## src/rtl/vga_timing_gen.sv

```systemverilog
// VGA raster timing generator: pixel-rate prescaler, h/v position counters and
// registered sync, display-enable, pixel-coordinate and line/frame strobe outputs.
module vga_timing_gen #(
    parameter int unsigned CLK_DIV   = 2,
    parameter int unsigned H_VISIBLE = 640,
    parameter int unsigned H_FP      = 16,
    parameter int unsigned H_SYNC    = 96,
    parameter int unsigned H_BP      = 48,
    parameter int unsigned V_VISIBLE = 480,
    parameter int unsigned V_FP      = 10,
    parameter int unsigned V_SYNC    = 2,
    parameter int unsigned V_BP      = 33,
    parameter bit          HSYNC_POL = 1'b0,
    parameter bit          VSYNC_POL = 1'b0,
    parameter int unsigned H_W       = 10,
    parameter int unsigned V_W       = 10
) (
    input  logic           clk,
    input  logic           reset,
    input  logic           EN,
    output logic           VGA_HSYNC,
    output logic           VGA_VSYNC,
    output logic           DISPLAY_EN,
    output logic [H_W-1:0] HPIXEL,
    output logic [V_W-1:0] VPIXEL,
    output logic           PIX_EN,
    output logic           LINE_START,
    output logic           FRAME_START
);

    localparam int unsigned H_TOTAL      = H_VISIBLE + H_FP + H_SYNC + H_BP;
    localparam int unsigned V_TOTAL      = V_VISIBLE + V_FP + V_SYNC + V_BP;
    localparam int unsigned H_SYNC_START = H_VISIBLE + H_FP;
    localparam int unsigned H_SYNC_END   = H_SYNC_START + H_SYNC;
    localparam int unsigned V_SYNC_START = V_VISIBLE + V_FP;
    localparam int unsigned V_SYNC_END   = V_SYNC_START + V_SYNC;
    localparam int unsigned DIV_W        = (CLK_DIV > 1) ? $clog2(CLK_DIV) : 1;

    logic [DIV_W-1:0] div_q;
    logic [H_W-1:0]   h_q;
    logic [V_W-1:0]   v_q;

    logic             tick;
    logic [H_W-1:0]   h_nxt;
    logic [V_W-1:0]   v_nxt;
    logic             de_nxt;
    logic             hs_act_nxt;
    logic             vs_act_nxt;

    // Pixel tick on the last enabled system clock of each prescaler period.
    always_comb begin
        tick = EN && (div_q == DIV_W'(CLK_DIV - 1));
    end

    // Position the raster moves to on the next tick, and its decode.
    always_comb begin
        h_nxt = h_q + H_W'(1);
        v_nxt = v_q;
        if (h_q == H_W'(H_TOTAL - 1)) begin
            h_nxt = '0;
            v_nxt = (v_q == V_W'(V_TOTAL - 1)) ? '0 : v_q + V_W'(1);
        end
        de_nxt     = (32'(h_nxt) < H_VISIBLE) && (32'(v_nxt) < V_VISIBLE);
        hs_act_nxt = (32'(h_nxt) >= H_SYNC_START) && (32'(h_nxt) < H_SYNC_END);
        vs_act_nxt = (32'(v_nxt) >= V_SYNC_START) && (32'(v_nxt) < V_SYNC_END);
    end

    // Counters and outputs advance together so outputs always describe (h_q, v_q).
    always_ff @(posedge clk) begin
        if (reset) begin
            div_q       <= '0;
            h_q         <= H_W'(H_TOTAL - 1);
            v_q         <= V_W'(V_TOTAL - 1);
            VGA_HSYNC   <= ~HSYNC_POL;
            VGA_VSYNC   <= ~VSYNC_POL;
            DISPLAY_EN  <= 1'b0;
            HPIXEL      <= '0;
            VPIXEL      <= '0;
            PIX_EN      <= 1'b0;
            LINE_START  <= 1'b0;
            FRAME_START <= 1'b0;
        end else begin
            PIX_EN      <= tick;
            LINE_START  <= tick && (h_nxt == '0);
            FRAME_START <= tick && (h_nxt == '0) && (v_nxt == '0);
            if (EN) begin
                div_q <= tick ? '0 : div_q + DIV_W'(1);
            end
            if (tick) begin
                h_q        <= h_nxt;
                v_q        <= v_nxt;
                DISPLAY_EN <= de_nxt;
                HPIXEL     <= de_nxt ? h_nxt : '0;
                VPIXEL     <= de_nxt ? v_nxt : '0;
                VGA_HSYNC  <= hs_act_nxt ? HSYNC_POL : ~HSYNC_POL;
                VGA_VSYNC  <= vs_act_nxt ? VSYNC_POL : ~VSYNC_POL;
            end
        end
    end

endmodule

```

## config.mk

```make
export PLATFORM = sky130hd
export DESIGN_NAME = vga_timing_gen
export DESIGN_NICKNAME = d
export VERILOG_FILES = /design/src/rtl/vga_timing_gen.sv
export SDC_FILE = /design/constraint.sdc
export NUM_CORES = 1
export LEC_CHECK = 0
export CORE_ASPECT_RATIO = 0.7
export CORE_MARGIN = 1
export CORE_UTILIZATION = 54
export CTS_CLUSTER_SIZE = 14
export DETAILED_ROUTE_END_ITERATION = 16
export GPL_TIMING_DRIVEN = 0
export PLACE_DENSITY = 0.77
export SETUP_SLACK_MARGIN = 0.5
export SYNTH_ARGS = -nofsm -noshare
export SYNTH_HDL_FRONTEND = slang
export SYNTH_SLANG_ARGS = --single-unit
```

## constraint.sdc

```tcl
create_clock -name clk -period 3.05 [get_ports clk]
set_input_delay 0.305 -clock clk [delete_from_list [all_inputs] [get_ports clk]]
set_output_delay 0.305 -clock clk [all_outputs]
set_load 0.01 [all_outputs]
```

==> impl_results.md <==
- Pleak: between 1 and 1.5 nW
- Storage cell area: around 950 µm²
- Post-CTS Hold Buffers: 0
- Die height: between 50 and 60 µm
- Drt pass-1 iters: 5
- Post-synthesis mux area share: 0.00947
- CP endpoint: HPIXEL[0]
- Crit path time final: 2.66 ns
- Max-cap violations: 0
- Area growth, synth to finish: 32.5%
- Crit. Startpoint: h_q[0]
- Remaining Overflow, GRT: 0
- CP peak stage delay: around 0.51 ns
- Die area: between 4000 and 5000 µm²
- Final nets: approximately 310
- Synth Area in Compound Gates: 0.264
- Clock latency on the worst-skew pair: 0.30 ns
- Most used DFF post-synth: dfxtp_1
- CTS tree: built
- Boundary Pins: 29
- Int Pwr: 1.07 mW
- Final max-slew violation count: 0
- Clock Tree Buf Depth: 2
- WS Path Type: flip-flop to flip-flop
- Clock power share: 0.253
- Syn_nets: about 260
- Fin Setup TNS: 0 ns
- Area occupied by multi-input gates: 1320 µm²
- Setup violators final: 0
- Psw: between 0.5 and 0.6 mW
- XOR/XNOR Fraction of Synth Area: 0.0546
- Remaining antenna violation count: 0
- FF-to-FF Start: h_q[0]
- Fin Clk Skew: ~0.0055 ns
- Post-DP HPWL: between 3000 and 4000 µm
- N_diodes: 0
- H-tree levels: 2
- CP required: approximately 3.3 ns
- Worst min-delay path class: flip-flop to flip-flop
- Outcome: complete, no violations
- Largest family of logic cells by synthesized area: compound AO/OA/AOI/OAI gates
- Final hold viol count: 0
- Worst Setup End Kind: flip-flop
- DRC viols: 0
- Cell Rows: 19
- Hold slack: ~0.47 ns
- Via-per-instance ratio: between 6 and 7
- CP Cell Sequence: ha_2 -> nand4_1 -> buf_4 -> or3_4 -> nor3_4 -> xnor2_2 -> o41a_1 -> buf_6 -> a32o_1
- RSZ-0062 raised after global routing: true
- Adder-cell share of the synthesized area: 0.0167
- DR iter-0 viols: 280
- Tot GR Track Use: 0.283
- FILL cells: roughly 290
- Seq pwr share: 0.396
- Simple-gate share of the synthesized area: 0.188
- Reg2reg path depth: 9
- CTS Sinks: between 40 and 50
- Crit path arrival time: between 2 and 3 ns
- RD Place Congestion: roughly 0.86
- Port bufs: 28
- Avg Inst Size Synth: 9.02 µm²
- PwrDens: between 500 and 600 nW/µm²
- Seq/Total Area, Yosys: 0.419
- Clk pin slew, worst setup/hold paths: roughly 0.080 ns
- Sw frac: 0.352
- Number of synthesized register bits: 47
- EDFF count, synth: 0
- Worst path slowest cell: o41a_1
- FMAX: between 300 and 400 MHz
- CP Launch Type: flip-flop
- Tcrit/Tclk final: 0.872
- Routed vias: ~2.2k
- Layout cell share with drive strength beyond 1: 0.192
- Mapped Cells: 249
- Vias in the first global route: 1909
- Slew HR: 0.565
- Die Wd: around 79 µm
- Non-Filler Instances: ~350
- Routed wire length: between 6000 and 7000 µm
- Detailed-route wire length per cell: ~18 µm
- Largest net degree at the start of global routing: 14
- Placed insts: around 330
- Comb power frac: 0.351
- Initial antenna violation count: 0
- CTS root buf: clkbuf_8
- Max VDD drop: 0.358 mV
- Post-synthesis cell type count: 51
- FFs w/ async S/R, synth: 0
- Core ar.: 3950 µm²
- Yosys warns: 0
- R2R setup slack: 0.39 ns
- Reg2reg end: HPIXEL[0]
- CP Max Fanout: 7
- First-pass GRT wire length: roughly 9400 µm
- Slew @ Worst Pin: between 0.6 and 0.7 ns
- Syn Std Cell Area: 2250 µm²
- Initial core utilization: 0.569
- Cts bufs inserted: 5
cells in the final DEF, fill, tap and decap left out, types with 3 or more instances in the layout:
cell type / n
a32o_1: 10
nand2b_1: 3
a21o_1: 8
clkbuf_8: 7
inv_1: 4
buf_4: 17
dfxtp_1: 43
clkbuf_1: 12
clkdlybuf4s50_1: 28
o22a_1: 6
a22o_1: 11
nor4_4: 3
o21ai_0: 9
xnor2_1: 8
nand4_1: 3
xor2_1: 4
a21oi_1: 14
buf_6: 5
nand2_1: 11
and3_1: 3
nand3_1: 12
o31ai_1: 3
nor2_1: 20
dfxtp_2: 3
worst max-delay path, delay by kind of cell (launching register included):
family / cells / cell delay [ns]
buffers and inverters: 2 / 0.37
xor gates and xnor gates: 1 / 0.10
DFF: 1 / 0.39
adders and majority gates: 1 / 0.25
and+or+nand+nor: 3 / 0.69
AOI/OAI and AO/OA: 2 / 0.76
cell families (layout without fill, tap and decap cells):
| kind of cell | count (synthesis) | after routing |
|---|---|---|
| compound gates | 79 | 79 |
| fa+ha+maj | 3 | 3 |
| xor+xnor | 14 | 14 |
| mux | 2 | 2 |
| flops | 47 | 47 |
| simple gates | 79 | 79 |
| buf+inv | 25 | 78 |
worst min-delay path by stage:
| stage | from | to | slack (ns) | cells past startpoint |
|---|---|---|---|---|
| after global routing | HPIXEL[5] | HPIXEL[5] | 0.49 | 1 |
| after CTS | HPIXEL[5] | HPIXEL[5] | 0.48 | 1 |
| after global placement | VPIXEL[9] | VPIXEL[9] | 0.45 | 1 |
| after floorplan | reset | v_q[0] | 0.37 | 1 |
| after detailed placement | VPIXEL[9] | VPIXEL[9] | 0.45 | 1 |
| final | HPIXEL[2] | HPIXEL[2] | 0.47 | 1 |
layer usage:
layer,GRT usage,wire [µm],vias to the layer above
met5,0,0,-
met3,0.0738,559,17
li1,-,-,1040
met2,0.401,2690,113
met1,0.425,3040,1035
met4,0.0701,131,0
what timing repair did:
action                                  in CTS  in global routing
resized for setup                           15                 22
pin swaps                                    6                  9
endpoints found under the setup margin      25                 22
buffers inserted                             4                 12
gates cloned                                 0                  1
synth_stat cells, types with 6 or more instances:
| master | number | area share |
|---|---|---|
| a22o_1 | 11 | 0.043 |
| clkbuf_1 | 14 | 0.023 |
| o22a_1 | 6 | 0.023 |
| nand2_1 | 11 | 0.018 |
| a32o_1 | 10 | 0.045 |
| nand3_1 | 13 | 0.029 |
| a21oi_1 | 15 | 0.033 |
| dfxtp_1 | 47 | 0.42 |
| xnor2_1 | 9 | 0.035 |
| a21o_1 | 8 | 0.027 |
| nor2_1 | 21 | 0.035 |
| o21ai_0 | 9 | 0.020 |
final cells by class:
class / instances / share of cell area
multi-input cells: 177 / 0.442
clock buffers: 8 / 0.0336
plain buffers: 20 / 0.0391
inverters: 5 / 0.00631
well taps: 52 / 0.0219
flip-flops and latches: 47 / 0.319
repair buffers: 45 / 0.138
power by group through the flow:
stage               Combinational (mW)  Clock [mW]  Sequential [mW]
floorplan                        0.315           0            0.667
global placement                 0.438           0            0.665
detailed placement               0.444           0            0.666
CTS                              0.502       0.415            0.651
global route                     0.617       0.442            0.654
finish                           0.578       0.417            0.652
through the flow:
stage          setup WS, ns  power (mW)   util  area [µm²]
6_report              0.391        1.65  0.754        2980
5_1_grt               0.309        1.71  0.754        2980
4_1_cts               0.478        1.57  0.710        2800
3_5_place_dp          0.157        1.11  0.658        2600
3_3_place_gp          0.197        1.10  0.658        2600
2_1_floorplan         0.527       0.982      -        2250
state kept, by name, summed over array words and instances (netlist names):
signal	count
DISPLAY_EN	1
FRAME_START	1
HPIXEL	10
LINE_START	1
PIX_EN	1
VGA_HSYNC	1
VGA_VSYNC	1
VPIXEL	10
div_q	1
h_q	10
v_q	10
(Power assumes the default switching activity.)
